<file path="src/rtl/generic_fetch_engine.sv">
// generic_fetch_engine: streams fetch_count beats from an external source into
// one of NUM_CH on-chip buffers. Read requests are issued under rd_ready flow
// control. Each write's sideband rides an RD_LAT-deep pipeline so that it meets
// its read data, with stalls and bubbles preserved.
module generic_fetch_engine #(
    parameter int                 DATA_W      = 128,
    parameter int                 SRC_AW      = 32,
    parameter int                 DST_AW      = 15,
    parameter int                 CNT_W       = 8,
    parameter int                 NUM_CH      = 4,
    parameter int                 RD_LAT      = 1,
    parameter logic [SRC_AW-1:0]  ADDR_OFFSET = '0,
    localparam int                CH_W        = $clog2(NUM_CH)
) (
    input  logic              clk,
    input  logic              rst,
    input  logic              start,
    input  logic [CH_W-1:0]   ch_sel,
    input  logic [SRC_AW-1:0] src_addr,
    input  logic [DST_AW-1:0] dst_addr,
    input  logic [CNT_W-1:0]  fetch_count,
    input  logic              dst_hold,
    output logic              rd_en,
    output logic [SRC_AW-1:0] rd_addr,
    input  logic              rd_ready,
    input  logic [DATA_W-1:0] rd_data,
    output logic              wr_en,
    output logic [DST_AW-1:0] wr_addr,
    output logic [DATA_W-1:0] wr_data,
    output logic [NUM_CH-1:0] wr_cs,
    output logic              busy,
    output logic              done,
    output logic              err_busy
);

    typedef enum logic [1:0] {S_IDLE, S_ISSUE, S_DRAIN, S_DONE} state_t;

    state_t                          state_q, state_d;
    logic [SRC_AW-1:0]               rd_addr_q, rd_addr_d;   // address of the next beat
    logic [CNT_W-1:0]                rem_q, rem_d;           // beats still to be accepted
    logic [DST_AW-1:0]               dst_q, dst_d;           // write address of the next beat
    logic                            hold_q, hold_d;
    logic [NUM_CH-1:0]               cs_q, cs_d;             // latched one-hot buffer select
    logic                            err_q, err_d;
    logic [RD_LAT:1]                 vld_pipe_q, vld_pipe_d;
    logic [RD_LAT:1][DST_AW-1:0]     addr_pipe_q, addr_pipe_d;
    logic [RD_LAT:1][NUM_CH-1:0]     cs_pipe_q, cs_pipe_d;

    logic            accept;
    logic            pend;
    logic [CH_W-1:0] ch_mod;

    // Out-of-range channel indices fold back into the valid range.
    assign ch_mod = CH_W'(32'(ch_sel) % NUM_CH);

    // Next-state, command latching and write-sideband pipeline shift.
    always_comb begin
        state_d   = state_q;
        rd_addr_d = rd_addr_q;
        rem_d     = rem_q;
        dst_d     = dst_q;
        hold_d    = hold_q;
        cs_d      = cs_q;
        err_d     = start && (state_q != S_IDLE);
        accept    = (state_q == S_ISSUE) && rd_ready;

        // Any beat still short of the last stage means more writes are coming.
        pend = 1'b0;
        for (int i = 1; i < RD_LAT; i++) pend = pend | vld_pipe_q[i];

        vld_pipe_d[1]  = accept;
        addr_pipe_d[1] = accept ? dst_q : '0;
        cs_pipe_d[1]   = accept ? cs_q : '0;
        for (int i = 2; i <= RD_LAT; i++) begin
            vld_pipe_d[i]  = vld_pipe_q[i-1];
            addr_pipe_d[i] = addr_pipe_q[i-1];
            cs_pipe_d[i]   = cs_pipe_q[i-1];
        end

        case (state_q)
            S_IDLE: begin
                if (start) begin
                    if (fetch_count != '0) begin
                        rd_addr_d = src_addr + ADDR_OFFSET;
                        rem_d     = fetch_count;
                        dst_d     = dst_addr;
                        hold_d    = dst_hold;
                        cs_d      = NUM_CH'(1) << ch_mod;
                        state_d   = S_ISSUE;
                    end else begin
                        state_d   = S_DONE;
                    end
                end
            end
            S_ISSUE: begin
                if (rd_ready) begin
                    rd_addr_d = rd_addr_q + SRC_AW'(1);
                    rem_d     = rem_q - CNT_W'(1);
                    if (!hold_q) dst_d = dst_q + DST_AW'(1);
                    if (rem_q == CNT_W'(1)) state_d = S_DRAIN;
                end
            end
            S_DRAIN: begin
                // Leave once the final write is on the bus this cycle.
                if (!pend) state_d = S_DONE;
            end
            S_DONE:  state_d = S_IDLE;
            default: state_d = S_IDLE;
        endcase
    end

    // State register; reset aborts any command and drops in-flight writes.
    always_ff @(posedge clk) begin
        if (rst) begin
            state_q     <= S_IDLE;
            rd_addr_q   <= '0;
            rem_q       <= '0;
            dst_q       <= '0;
            hold_q      <= 1'b0;
            cs_q        <= '0;
            err_q       <= 1'b0;
            vld_pipe_q  <= '0;
            addr_pipe_q <= '0;
            cs_pipe_q   <= '0;
        end else begin
            state_q     <= state_d;
            rd_addr_q   <= rd_addr_d;
            rem_q       <= rem_d;
            dst_q       <= dst_d;
            hold_q      <= hold_d;
            cs_q        <= cs_d;
            err_q       <= err_d;
            vld_pipe_q  <= vld_pipe_d;
            addr_pipe_q <= addr_pipe_d;
            cs_pipe_q   <= cs_pipe_d;
        end
    end

    assign rd_en    = (state_q == S_ISSUE);
    assign rd_addr  = rd_addr_q;
    assign wr_en    = vld_pipe_q[RD_LAT];
    assign wr_addr  = addr_pipe_q[RD_LAT];
    assign wr_cs    = cs_pipe_q[RD_LAT];
    // Read data lands in its write cycle; it only reaches the bus on valid beats.
    assign wr_data  = wr_en ? rd_data : '0;
    assign busy     = (state_q != S_IDLE);
    assign done     = (state_q == S_DONE);
    assign err_busy = err_q;

endmodule
</file>
<file path="config.mk">
export PLATFORM = sky130hd
export DESIGN_NAME = generic_fetch_engine
export DESIGN_NICKNAME = d
export VERILOG_FILES = /design/src/rtl/generic_fetch_engine.sv
export SDC_FILE = /design/constraint.sdc
export NUM_CORES = 1
export LEC_CHECK = 0
export CORE_AREA = 2 2 147 149
export DETAILED_ROUTE_END_ITERATION = 8
export DIE_AREA = 0 0 149 151
export GPL_TIMING_DRIVEN = 1
export HOLD_SLACK_MARGIN = 0.1
export PLACE_DENSITY = 0.73
export SLEW_MARGIN = 10
export SYNTH_ARGS = -nofsm -noshare
export SYNTH_HDL_FRONTEND = slang
export SYNTH_SLANG_ARGS = --single-unit
</file>
<file path="constraint.sdc">
create_clock -name clk -period 5.4 [get_ports clk]
set_clock_uncertainty 0.15 [all_clocks]
set_input_delay 1.35 -clock clk [delete_from_list [all_inputs] [get_ports clk]]
set_output_delay 1.35 -clock clk [all_outputs]
set_load 0.1 [all_outputs]
</file>
; After elaboration in Yosys (flattened, before gate mapping)
; Cells that the tools add are included.
[op_classes]
eq_ne = 9
bitwise = 1
add_sub_neg = 3
n_shift = 1
reduce_logical = 11
n_mux = 19
[ops]
columns = cell, count
row1 = $mux 128, 1
row2 = $mux 32, 3
row3 = $pmux 32 s2, 1
row4 = $mux 15, 4
row5 = $add 32x1->32 const B, 1
row6 = $pmux 15 s2, 1
row7 = $mux 8, 3
row8 = $pmux 8 s2, 1
row9 = $add 15x1->15 const B, 1
row10 = $eq 8x1->1 const B, 1
row11 = $mux 2, 4
row12 = $pmux 2 s4, 1
row13 = $reduce_bool 8->1, 1
row14 = $sub 8x1->8 const B, 1
row15 = $ne 2x2->1 const B, 3
row16 = $reduce_and 3->1, 2
row17 = $reduce_and 5->1, 1
row18 = $eq 2x2->1 const B, 2
row19 = $ne 2x1->1 const B, 2
row20 = $reduce_and 4->1, 1
row21 = $reduce_bool 2->1, 2
row22 = $shl 1x2->4 const A, 1
row23 = $eq 2x1->1 const B, 1
row24 = $logic_and 1x1->1, 2
row25 = other kinds (3), 3
[word_totals]
regBits = 83
out_inout_bits = 184

; Logic depth before layout (Yosys ltp)
[logic_depth]
ltp_word = 4
ltp_mapped = 10

; Worst setup path after synthesis
; No wires, ideal clock.
[synth_path]
path_type = register to output
from = reg vld_pipe_q (netlist: wr_en)
to = out wr_data[100]
setup_slack_ns = 1.645
arrival_ns = 2.255
path_stages_with_launch = 4
required_ns = 3.900
path_buffers = 2
cell_sequence = dfxtp_1 > clkbuf_1 > clkbuf_1 > and2_1
[synth_via]
elab_chain_cells = 1
[synth_rtl]
columns = item, line_no
row1 = start: declaration, 45  ; logic [RD_LAT:1] vld_pipe_q, vld_pipe_d;
row2 = start signal: assignment, 133  ; vld_pipe_q <= vld_pipe_d;
row3 = $mux 128, 145  ; assign wr_data = wr_en ? rd_data : '0;
row4 = end: declaration, 29  ; output logic [DATA_W-1:0] wr_data,
; No other way between the ends.

; Worst setup path after layout
[layout_path]
from = reg state_q[0]
to = out busy
[layout_via]
elab_chain_cells = 1
[layout_rtl]
columns = item, line_no
row1 = start: declaration, 38  ; state_t state_q, state_d;
row2 = start signal: assignment, 126  ; state_q <= state_d;
row3 = $reduce_bool 2->1, 146  ; assign busy = (state_q != S_IDLE);
row4 = end: declaration, 31  ; output logic busy,
; No other way between the ends.

==> impl_metrics.toml <==
[logic_synthesis]
syn-cell-area_mm2 = 0.005314
synthDistinctLibCells = 54
synth.avg_cell_area_um2 = 7.432
synth-seq-area-share_pct = 31.27
ys.flop_type = "dfxtp_1"
ys_async_sr_fraction_pct = 0
yosysWarnings = 0
ys_ff_latch = 83
synth.area.top_cells = "dfxtp_1 (31%), and2_1 (18%), a21oi_1 (6.0%)"
synth_top_area_share_pct = 31.27
syn_inst = 715
synth_edf_count = 0
synth_top_cell_by_area = "dfxtp_1"
syn_nets = 914

[hold_path]
worstHoldPathType = "reg -> reg"

[timing]
rsz0062_at_grt = "false"
worst_pin_slew_ps = 1091
max_freq_ghz = 0.2474
maxSlewHeadroom_pct = 27.02
setup_violations = 0
fin_crit_sh_pct = 74.87
slew_violations = 0
final_hold_viol_count = 0
final.min_clock_period_ps = 4043
finalSetupTns_ps = 0
whs_ps = 302.4

[routing]
drc = 0
vias_per_cell = 4.890
firstDrtPassIters = 5
drt-total-wl_um = 25710
drt_iter0_drc = 272
final_antenna_net_count = 0
wl_per_cell_um = 19.42
vias = 6474

[floorplan]
ios = 374
die_height_um = 151
die_width_um = 149
start_util_pct = 25.52
coreArea_mm2 = 0.02082
rows = 53
die-area_mm2 = 0.02250

[global_route]
first_global_vias = 5938
antenna_found_initial = 2
grt_first_pass_wirelength_um = 36250
track_usage_pct = 21.30
grt_overflow = 0
grt_max_degree = 129

[critical_path]
path_max_fanout = 9
slowest_delay_ps = 1190
critical_path_arrival_ps = 2540
critPathCaptureType = "output port"
worstSetupEndpoint = "busy"
cp_slowest_cell = "clkdlybuf4s50_1"
cp-start-kind = "flip-flop"
path_class = "reg -> out"
r2r-end = "rd_addr[24]"
path_delay_family = "buffers and inverters"
cpMostUsedCell = "inv_1"
r2r_cells = 8
cp_cell_sequence = "inv_1, ha_1, inv_1, clkdlybuf4s50_1"
rr_startpoint = "state_q[1]"
rrSetupSlack_ps = 1900
cp_num_buf_inv = 3
cp.required_ps = 3900
startpoint = "state_q[0]"
crit_cells = 4

[clock_network]
clockRootBuffer = "clkbuf_16"
ctsResizeCount = 0
clk_pin_slew_worst_paths_ps = 60
cts_max_path_buffers = 2
post_cts_buffers = 0
cts_sinks = 83
clk_latency_ps = 340
cts_tree = "yes"
hold_buffers = 0
htree_num_levels = 3
numCtsBuffers = 9

[final_layout]
n_fill_cell = 2112
nets = 1242
layout_commonest_cell = "clkdlybuf4s50_1"
most-common-layout-cells = "clkdlybuf4s50_1 (244), and2_1 (153), buf_4 (134)"
drive_gt1_share_pct = 16.03
final_cells = 1324
area.growth.synth_to_final_pct = 72.62

[pwr]
p_leak_nw = 3.626
powerDensity_mw_per_mm2 = 522.4
ir_drop_v = 0.0005519

[placement]
dpl.hpwl_um = 20060
gp_congestion = 0.8817
port_buffers = 373
dp.cells = 1307

[status]
outcome = "completed"

[run]
max_cap_viol_count = 0
worst min path at each step:
stage / start / cells past startpoint / slack [ps] / end
5_1_grt: cs_q[2] / 2 / 310 / cs_q[2]
3_3_place_gp: cs_q[1] / 2 / 290 / cs_q[1]
6_report: cs_q[0] / 2 / 300 / cs_q[0]
2_1_floorplan: cs_q[1] / 2 / 280 / cs_q[1]
3_5_place_dp: cs_q[1] / 2 / 300 / cs_q[1]
4_1_cts: cs_q[0] / 2 / 300 / cs_q[0]
synthesized netlist by cell type (all sizes together) (10+ instances only):
cell and number:
a21oi 65, and3 14, a211oi 22, clkbuf 52, dfxtp 83, buf 10
nand3 26, nor2 23, nor3 20, nand2 55, inv 15, o21ai 48
nor4 15, nor2b 13, and2 153
layout make-up:
type                       instances  area (um2)  share of cell area [%]
multi-input combinational        555        3374                   36.79
clock inverter                     7       51.30                  0.5593
timing repair buffer             379        3453                   37.65
inverter                          15       56.30                  0.6138
sequential                        83        1665                   18.16
antenna                            1       2.502                 0.02728
clock buffer                       9       225.2                   2.455
tap                              275       344.1                   3.751
flip-flops by register name, summed over array words and instances (netlist names):
signal	count
hold_q	1
cs_q	4
wr_addr	15
wr_en	1
rem_q	8
rd_addr	32
err_busy	1
state_q	2
dst_q	15
wr_cs	4
tightest hold or removal path, stage by stage, from the launching register on:
cell     delay [ps]
dfxtp_1         300
nand2_1          50
a21oi_1          50
kinds of logic after synthesis:
kind of cell / synth area share (%)
adders and majority gates: 2.119
buffers and inverters: 5.604
DFF: 31.27
and+or+nand+nor: 37.65
AOI/OAI and AO/OA: 22.13
muxes: 1.224
through the flow:
stage | instance area [um2] | util [%] | setup WS, ps | total power, W
floorplan | 5314 | - | 1645 | 0.003394
global placement | 8894 | 42.71 | 1469 | 0.004185
detailed placement | 8894 | 42.71 | 1411 | 0.004203
CTS | 9170 | 44.04 | 1328 | 0.004808
global route | 9170 | 44.04 | 1224 | 0.005058
finish | 9173 | 44.05 | 1357 | 0.004792
layer usage:
| layer | up-vias | wire [um] | track usage (%) |
|---|---|---|---|
| met5 | - | 26 | 0 |
| met2 | 271 | 11870 | 34.38 |
| li1 | 3177 | - | - |
| met4 | 4 | 549 | 6.429 |
| met1 | 3000 | 10380 | 26.03 |
| met3 | 22 | 2882 | 8.705 |
power breakdown:
| part | total [W] | switching (W) | internal (W) |
|---|---|---|---|
| registers | 0.00104 | 0.000227 | 0.000809 |
| logic | 0.00317 | 0.00230 | 0.000869 |
| clock network | 0.000584 | 0.000271 | 0.000314 |
Note: power is estimated with default switching activity, not from simulation.
